<file path="config.mk">
export PLATFORM = sky130hd
export DESIGN_NAME = int_seq_mult_flat
export DESIGN_NICKNAME = d
export VERILOG_FILES = /design/src/rtl/int_seq_mult_if.sv /design/src/rtl/int_seq_mult.sv /design/src/flat_wrapper.sv
export SDC_FILE = /design/constraint.sdc
export NUM_CORES = 1
export LEC_CHECK = 0
export ABC_AREA = 1
export BUFFER_PORTS_ARGS = -buffer_cell sky130_fd_sc_hd__buf_4
export CORE_MARGIN = 1.5
export CORE_UTILIZATION = 50
export DETAILED_ROUTE_END_ITERATION = 12
export PLACE_DENSITY = 0.73
export REMOVE_ABC_BUFFERS = 1
export SLEW_MARGIN = 15
export SYNTH_ARGS = -nofsm -noshare
export SYNTH_HDL_FRONTEND = slang
export SYNTH_SLANG_ARGS = --single-unit
</file>
<file path="constraint.sdc">
create_clock -name clk -period 2.72 [get_ports clk]
set_input_delay 0.136 -clock clk [delete_from_list [all_inputs] [get_ports clk]]
set_output_delay 0.136 -clock clk [all_outputs]
set_load 0.03 [all_outputs]
</file>
<file path="src/rtl/int_seq_mult_if.sv">
// Handshake bundle between the operand source, the shift-add multiplier and
// the downstream carry adder.
interface int_seq_mult_if #(
  parameter int DATA_WIDTH = 32
);
  logic                    in_valid;
  logic                    in_ready;
  logic [DATA_WIDTH-1:0]   op_a;
  logic [DATA_WIDTH-1:0]   op_b;
  logic                    is_signed;
  logic                    out_valid;
  logic                    out_ready;
  logic [2*DATA_WIDTH-1:0] prod_data;
  logic                    prod_neg;

  modport master (
    output in_valid, op_a, op_b, is_signed, out_ready,
    input  in_ready, out_valid, prod_data, prod_neg
  );

  modport slave (
    input  in_valid, op_a, op_b, is_signed, out_ready,
    output in_ready, out_valid, prod_data, prod_neg
  );
endinterface

</file>
<file path="src/rtl/int_seq_mult.sv">
// Iterative radix-2 shift-add multiplier; the result goes out in one's-complement
// form plus a negate flag, and the adder's carry-in finishes the negation.
module int_seq_mult #(
  parameter int DATA_WIDTH = 32
) (
  input  logic           clk,
  input  logic           rst_n,
  int_seq_mult_if.slave  bus
);
  localparam int DW    = DATA_WIDTH;
  localparam int CNT_W = $clog2(DATA_WIDTH);

  typedef enum logic [1:0] {IDLE, BUSY, DONE} state_t;

  state_t            r_state;
  logic [CNT_W-1:0]  r_cnt;
  logic [DW-1:0]     r_mag_a;
  logic [DW-1:0]     r_acc;
  logic [DW-1:0]     r_mplr;
  logic              r_neg;
  logic              r_out_valid;
  logic [2*DW-1:0]   r_prod_data;
  logic              r_prod_neg;

  logic [DW-1:0]     w_mag_a;
  logic [DW-1:0]     w_mag_b;
  logic [DW:0]       w_sum;
  logic [2*DW-1:0]   w_prod;

  always_comb begin
    w_mag_a = (bus.is_signed & bus.op_a[DW-1]) ? (~bus.op_a + DW'(1)) : bus.op_a;
    w_mag_b = (bus.is_signed & bus.op_b[DW-1]) ? (~bus.op_b + DW'(1)) : bus.op_b;
    w_sum   = {1'b0, r_acc} + (r_mplr[0] ? {1'b0, r_mag_a} : '0);
    // Product after the last step's right shift: {carry, sum, mplr} >> 1.
    w_prod  = {w_sum, r_mplr[DW-1:1]};
  end

  always_ff @(posedge clk or negedge rst_n) begin
    if (!rst_n) begin
      r_state     <= IDLE;
      r_cnt       <= '0;
      r_mag_a     <= '0;
      r_acc       <= '0;
      r_mplr      <= '0;
      r_neg       <= 1'b0;
      r_out_valid <= 1'b0;
      r_prod_data <= '0;
      r_prod_neg  <= 1'b0;
    end else begin
      case (r_state)
        IDLE: begin
          if (bus.in_valid) begin
            r_mag_a <= w_mag_a;
            r_mplr  <= w_mag_b;
            r_acc   <= '0;
            r_neg   <= bus.is_signed & (bus.op_a[DW-1] ^ bus.op_b[DW-1]);
            r_cnt   <= '0;
            r_state <= BUSY;
          end
        end
        BUSY: begin
          r_acc  <= w_sum[DW:1];
          r_mplr <= {w_sum[0], r_mplr[DW-1:1]};
          r_cnt  <= r_cnt + CNT_W'(1);
          if (r_cnt == CNT_W'(DW - 1)) begin
            r_out_valid <= 1'b1;
            r_prod_data <= r_neg ? ~w_prod : w_prod;
            r_prod_neg  <= r_neg;
            r_state     <= DONE;
          end
        end
        DONE: begin
          if (bus.out_ready) begin
            r_out_valid <= 1'b0;
            r_state     <= IDLE;
          end
        end
        default: r_state <= IDLE;
      endcase
    end
  end

  assign bus.in_ready  = (r_state == IDLE);
  assign bus.out_valid = r_out_valid;
  assign bus.prod_data = r_prod_data;
  assign bus.prod_neg  = r_prod_neg;
endmodule
</file>
<file path="src/flat_wrapper.sv">
// flat-port wrapper written by rule: the top's interface ports become plain ports
module int_seq_mult_flat 
#(
  parameter int DATA_WIDTH = 32
)
  (clk, rst_n, bus_in_valid, bus_op_a, bus_op_b, bus_is_signed, bus_out_ready, bus_in_ready, bus_out_valid, bus_prod_data, bus_prod_neg);
  int_seq_mult_if #(.DATA_WIDTH(DATA_WIDTH)) bus_i ();
  input  logic clk;
  input  logic rst_n;
  input wire logic [$bits(bus_i.in_valid)-1:0] bus_in_valid;
  input wire logic [$bits(bus_i.op_a)-1:0] bus_op_a;
  input wire logic [$bits(bus_i.op_b)-1:0] bus_op_b;
  input wire logic [$bits(bus_i.is_signed)-1:0] bus_is_signed;
  input wire logic [$bits(bus_i.out_ready)-1:0] bus_out_ready;
  output wire logic [$bits(bus_i.in_ready)-1:0] bus_in_ready;
  output wire logic [$bits(bus_i.out_valid)-1:0] bus_out_valid;
  output wire logic [$bits(bus_i.prod_data)-1:0] bus_prod_data;
  output wire logic [$bits(bus_i.prod_neg)-1:0] bus_prod_neg;
  assign bus_i.in_valid = bus_in_valid;
  assign bus_i.op_a = bus_op_a;
  assign bus_i.op_b = bus_op_b;
  assign bus_i.is_signed = bus_is_signed;
  assign bus_i.out_ready = bus_out_ready;
  assign bus_in_ready = bus_i.in_ready;
  assign bus_out_valid = bus_i.out_valid;
  assign bus_prod_data = bus_i.prod_data;
  assign bus_prod_neg = bus_i.prod_neg;
  int_seq_mult #(.DATA_WIDTH(DATA_WIDTH)) u_core (.clk(clk), .rst_n(rst_n), .bus(bus_i));
endmodule
</file>
# Word-level counts from Yosys, hierarchy flattened

Index checks and enable logic that the tools add are counted.

Bits in registers: 170
Bits of input ports: 69
Output and inout port bits: 67
Logic and storage cells: 51

Add/sub/neg operators: 4
Eq/ne operators: 6
Mux-type cells: 17
Bitwise operators: 7
Reduce and logical (&&, ||, !) cells: 8

Operators with widths:

| kind                  | count |
|---|---|
| $mux 32               | 5 |
| $pmux 32 s2           | 2 |
| $add 32x1->32 const B | 2 |
| $mux 64               | 1 |
| $not 32->32           | 2 |
| $not 64->64           | 1 |
| $add 32x33->33        | 1 |
| $pmux 5 s2            | 1 |
| $mux 2                | 3 |
| $pmux 2 s3            | 1 |
| $reduce_and 2->1      | 3 |
| $reduce_and 3->1      | 2 |
| $add 5x1->5 const B   | 1 |
| $eq 5x5->1 const B    | 1 |
| $mux 5                | 1 |
| $ne 2x2->1 const B    | 2 |
| $reduce_bool 2->1     | 2 |
| $and 1x1->1           | 3 |
| $eq 2x1->1 const B    | 1 |
| $eq 2x2->1 const B    | 1 |
| $logic_not 2->1       | 1 |
| $mux 1                | 2 |
| $ne 2x1->1 const B    | 1 |
| $pmux 1 s2            | 1 |
| $xor 1x1->1           | 1 |

# Depth between registers and ports, before layout

Depth after elaboration: 5
Gate-level depth with buffers: 19
Mapped depth without buffers: 17

# Worst setup path after synthesis

OpenSTA, ideal clock, no wires.

Path kind: reg-to-reg
Start point: reg u_core.r_mplr[0]
End point: reg u_core.r_prod_data[55], in the netlist u_core.bus.prod_data[55]
Library setup time: 124 ps
Arrival: 2304 ps
Data required time: 2596 ps
Path slack: 292 ps
Cell stages (with the launch flop): 20
Buffers on the path: 2
Clock period less this slack: 2428 ps
Cell sequence: dfrtp_1 -> clkbuf_1 -> clkbuf_1 -> nand2_1 -> inv_1 -> ha_1 -> inv_1 -> fa_1 -> inv_1 -> nand3_1 -> nand2_1 -> nand2_1 -> nand2_1 -> nand2_1 -> nand2_1 -> nand2_1 -> nand2_1 -> nand2_1 -> nand3_1 -> nand3_1

Longest elaborated chain between the ends: 4

RTL lines:

| what                   | line               | source |
|---|---|---|
| from (decl)            | int_seq_mult.sv:19 | `logic [DW-1:0] r_mplr;` |
| from (signal assigned) | int_seq_mult.sv:54 | `r_mplr <= w_mag_b;` |
| from (signal assigned) | int_seq_mult.sv:63 | `r_mplr <= {w_sum[0], r_mplr[DW-1:1]};` |
| $mux 32 *              | int_seq_mult.sv:33 | `w_sum = {1'b0, r_acc} + (r_mplr[0] ? {1'b0, r_mag_a} : '0);` |
| $add 32x33->33 *       | int_seq_mult.sv:33 |  |
| $not 64->64            | int_seq_mult.sv:67 | `r_prod_data <= r_neg ? ~w_prod : w_prod;` |
| $mux 64 *              | int_seq_mult.sv:67 |  |
| to (signal assigned)   | int_seq_mult.sv:67 |  |
| to (decl)              | int_seq_mult.sv:22 | `logic [2*DW-1:0] r_prod_data;` |

Mark *: on every way between the ends. The rest lies on a longest branch, timed or not.
A chain may end at the register's enable or synchronous reset.

# Worst setup path after layout

Start point: reg u_core.r_mplr[0]
End point: reg u_core.r_prod_data[62], in the netlist u_core.bus.prod_data[62]

The elaborated chain is that of the path after synthesis.

==> impl_metrics.py <==
metrics = {
    "logic_synthesis": {
        "synth-seq-cells": 170,
        "yosysSeqAreaShare_pct": 37.7,
        "synthTopCellsByCount": "sky130_fd_sc_hd__nand2_1 (617), sky130_fd_sc_hd__inv_1 (222), sky130_fd_sc_hd__dfrtp_1 (170), sky130_fd_sc_hd__nand3_1 (146), sky130_fd_sc_hd__nor2_1 (106)",
        "synth_top_family_by_area": "simple AND/OR/NAND/NOR gates",
        "synthesized_area_fraction_occupied_by_adder_cells_pct": 4.16,
        "fraction_of_registers_with_async_set_reset_pct": 100,
        "synthDominantCellAreaShare_pct": 37.7,
        "syn_area_per_cell_sq_um": 6.81,
        "synth_compound_area_share_pct": 11.1,
        "synthCells": 1659,
        "synth.yosys.warnings": 0,
        "synthFlopType": "sky130_fd_sc_hd__dfrtp_1",
        "netlist-cell-type-count": 43,
        "synth_largest_area_cell": "sky130_fd_sc_hd__dfrtp_1",
        "syn_area_sq_mm": 0.0113,
        "post-synth-top-count-cell": "sky130_fd_sc_hd__nand2_1",
        "ys_top_cells_by_area": "sky130_fd_sc_hd__dfrtp_1 (38%), sky130_fd_sc_hd__nand2_1 (20%), sky130_fd_sc_hd__inv_1 (7.4%)",
        "synth-edff-count": 0,
        "muxShareOfSynthArea_pct": 0,
        "synth_simple_gate_area_share_pct": 33.7,
        "synth-xor-area-share_pct": 3.41,
    },
    "sta": {
        "post_route_minimum_period_ps": 2430,
        "timing.final.crit_share_pct": 89.2,
        "setup-violations-final": 0,
        "finalHoldViolCount": 0,
        "max_slew.worst_pin.slew_ps": 964,
        "timing.final.max_slew_violations": 0,
        "setup-tns-final_ps": 0,
        "fmax_mhz": 412,
        "fin_hold_ws_ps": 3.94,
        "max-slew-margin-rel_pct": 35.6,
        "fin_worst_skew_ps": 18.9,
        "rsz0062_at_grt": "no",
    },
    "drt": {
        "totalWireLength_mm": 33.6,
        "via_count": 11170,
        "detailedRoute.firstIterationViolations": 791,
        "post_drt_wl_per_cell_um": 16.0,
        "drtPass1Iterations": 5,
        "drc_markers": 0,
        "antenna_left": 0,
        "detail_route.vias_per_cell": 5.33,
    },
    "worst_setup_path": {
        "critPathLaunchType": "flop",
        "setup.worst_path.end_class": "flop",
        "arrival_ps": 2760,
        "path_max_fanout": 32,
        "timing.setup.critical_path_class": "flop to flop",
        "required_ps": 3060,
        "ff2ff_setup_slack_ps": 290,
    },
    "floorplan": {
        "die_width_um": 153,
        "initial_core_util_pct": 51.3,
        "floorplan.die_area_sq_mm": 0.0235,
        "core_area_sq_mm": 0.0220,
        "die_h_um": 153,
        "std_cell_rows": 54,
        "io_pins": 136,
    },
    "global_route": {
        "globalRouteOverflowTotal": 0,
        "globalRouteMet2Util_pct": 49.5,
        "grt_most_used_layer": "met2",
        "first_global_vias": 11018,
        "antenna_found_initial": 0,
        "grt_pass1_wl_mm": 55.1,
        "pin_count_of_the_biggest_net_entering_global_routing": 78,
        "global_route.usage.met3_pct": 5.53,
        "gr-usage-all-layers_pct": 29.5,
        "grt_use_met1_pct": 38.4,
    },
    "clocking": {
        "cts_made_buffers": 17,
        "postCtsSetupRepairBufs": 0,
        "post_cts_sizing": 0,
        "clock_latency_ps": 460,
        "cts.htree.levels": 4,
        "tritoncts": "done",
        "cts_buffer_depth": 2,
        "cts.root.buffer_cell": "sky130_fd_sc_hd__clkbuf_16",
        "clkSlewWorstSetupHoldPaths_ps": 80,
        "cts.sink_count": 170,
    },
    "place": {
        "routabilityCongestion": 0.946,
        "numPlacedInstances": 2038,
        "numPortBuffers": 135,
        "dp_hpwl_mm": 24.7,
        "detailed_place.area_sq_mm": 0.0126,
    },
    "finish": {
        "layout.cell_area.non_filler_sq_mm": 0.0135,
        "post_route_cells_drive_above_1_share_pct": 11.6,
        "num-nets-final": 1909,
        "areaGrowthSynthToFinish_pct": 19.6,
        "layoutNonFillerInstCount": 2096,
        "insertedDiodeCount": 0,
    },
    "power": {
        "power_leakage_nw": 7.28,
        "peakVddDrop_mv": 0.542,
        "pwr_density_cell_mw_per_mm2": 1090,
    },
    "job": {
        "drv.max_cap_violation_count": 0,
    },
    "outcome": {
        "outcome": "finished, final reports clean",
    },
    "min_path": {
        "worstHoldPathType": "input port to flop",
    },
}
[cells by family after synthesis]
group,Yosys count
flops,170
simple gates,923
buf+inv,283
compound gates,202
fa+ha+maj,37
xor+xnor,44
[sequential cells by signal, indices dropped and copies added (netlist names)]
signal / cells
u_core.r_acc: 32
u_core.r_cnt: 5
u_core.r_mplr: 32
u_core.bus.prod_neg: 1
u_core.r_neg: 1
u_core.r_mag_a: 32
u_core.bus.out_valid: 1
u_core.r_state: 2
u_core.bus.prod_data: 64
[worst max-delay path, cell delays in order, from the launching register on]
cell,delay [ps]
sky130_fd_sc_hd__dfrtp_1,410
sky130_fd_sc_hd__buf_12,180
sky130_fd_sc_hd__nand2_1,60
sky130_fd_sc_hd__inv_1,50
sky130_fd_sc_hd__ha_1,340
sky130_fd_sc_hd__nand2_1,130
sky130_fd_sc_hd__nor2_1,200
sky130_fd_sc_hd__nand3_1,120
sky130_fd_sc_hd__nand2_1,120
sky130_fd_sc_hd__nand2_1,70
sky130_fd_sc_hd__nand2_1,140
sky130_fd_sc_hd__nand2_1,150
sky130_fd_sc_hd__nand2_1,110
sky130_fd_sc_hd__nand2_1,80
sky130_fd_sc_hd__nand3_1,80
sky130_fd_sc_hd__nand3_1,70
[per-layer routing]
| metal | vias to the layer above | share of wire [%] |
|---|---|---|
| met3 | 55 | 6.3 |
| li1 | 5595 | - |
| met4 | 0 | 2.5 |
| met1 | 5184 | 44 |
| met5 | - | 0 |
| met2 | 336 | 47 |
[power breakdown]
part	internal (mW)	total, mW	switching (mW)	leakage (nW)
combinational	2.69	7.62	4.93	4.81
sequential	3.65	4.51	0.855	2.16
clock	1.36	2.64	1.29	0.310
total	7.69	14.8	7.07	7.28
[final cells by class]
type / instances / area (sq um)
clock buffers: 17 / 425
clock inverters: 15 / 215
fillers: 2111 / 8510
inverters: 229 / 860
multi-input cells: 1206 / 5950
flip-flops and latches: 170 / 4250
well taps: 280 / 350
repair buffers: 179 / 1460
[layout by cell type (no fill, tap or decap), types with 2 or more instances in the layout]
| cell type | n |
|---|---|
| sky130_fd_sc_hd__inv_8 | 4 |
| sky130_fd_sc_hd__a22oi_1 | 31 |
| sky130_fd_sc_hd__nor4_1 | 4 |
| sky130_fd_sc_hd__inv_12 | 2 |
| sky130_fd_sc_hd__buf_4 | 148 |
| sky130_fd_sc_hd__inv_2 | 7 |
| sky130_fd_sc_hd__o21ai_1 | 12 |
| sky130_fd_sc_hd__nor3_1 | 12 |
| sky130_fd_sc_hd__nor2_2 | 2 |
| sky130_fd_sc_hd__buf_12 | 4 |
| sky130_fd_sc_hd__o21ai_0 | 70 |
| sky130_fd_sc_hd__nand2_2 | 4 |
| sky130_fd_sc_hd__a21oi_1 | 31 |
| sky130_fd_sc_hd__inv_1 | 222 |
| sky130_fd_sc_hd__nand3_1 | 146 |
| sky130_fd_sc_hd__nand3b_1 | 5 |
| sky130_fd_sc_hd__nor2_1 | 103 |
| sky130_fd_sc_hd__dfrtp_1 | 170 |
| sky130_fd_sc_hd__ha_1 | 36 |
| sky130_fd_sc_hd__nand4_1 | 16 |
| sky130_fd_sc_hd__clkinv_8 | 5 |
| sky130_fd_sc_hd__nor2_4 | 3 |
| sky130_fd_sc_hd__a22o_1 | 3 |
| sky130_fd_sc_hd__nand3_2 | 3 |
| sky130_fd_sc_hd__and2_1 | 4 |
| sky130_fd_sc_hd__o211ai_1 | 46 |
| sky130_fd_sc_hd__dlygate4sd3_1 | 26 |
| sky130_fd_sc_hd__o22ai_1 | 3 |
| sky130_fd_sc_hd__xor2_1 | 29 |
| sky130_fd_sc_hd__nand2_1 | 615 |
| sky130_fd_sc_hd__inv_6 | 2 |
| sky130_fd_sc_hd__clkbuf_16 | 17 |
| sky130_fd_sc_hd__xnor2_1 | 15 |
[what timing repair did]
| action | in CTS | in global routing |
|---|---|---|
| endpoints found under the hold margin | 101 | 0 |
| endpoints found under the setup margin | 0 | 0 |
| hold buffers | 26 | 0 |
[final timing paths]
path | startpoint | cells past startpoint | to
setup / recovery | u_core.r_mplr[0] | 15 | u_core.bus.prod_data[62]
hold / removal | bus_op_a[3] | 3 | u_core.r_mag_a[3]
setup reg to reg | u_core.r_mplr[0] | 15 | u_core.bus.prod_data[62]
hold reg to reg | u_core.bus.prod_neg | 2 | u_core.bus.prod_neg
max in group asynchronous | rst_n | 3 | u_core.r_acc[31]
min in group asynchronous | rst_n | 2 | u_core.r_mplr[0]
[metrics by stage]
stage          power, mW  setup slack [ps]  util [%]
5_1_grt             15.9              36.9      61.3
3_5_place_dp        12.1               314      57.3
6_report            14.8               292      61.3
4_1_cts             14.8               297      61.3
2_1_floorplan       9.56             -2180         -
3_3_place_gp        11.9               294      57.3
Power figures use the tool's default switching activity.
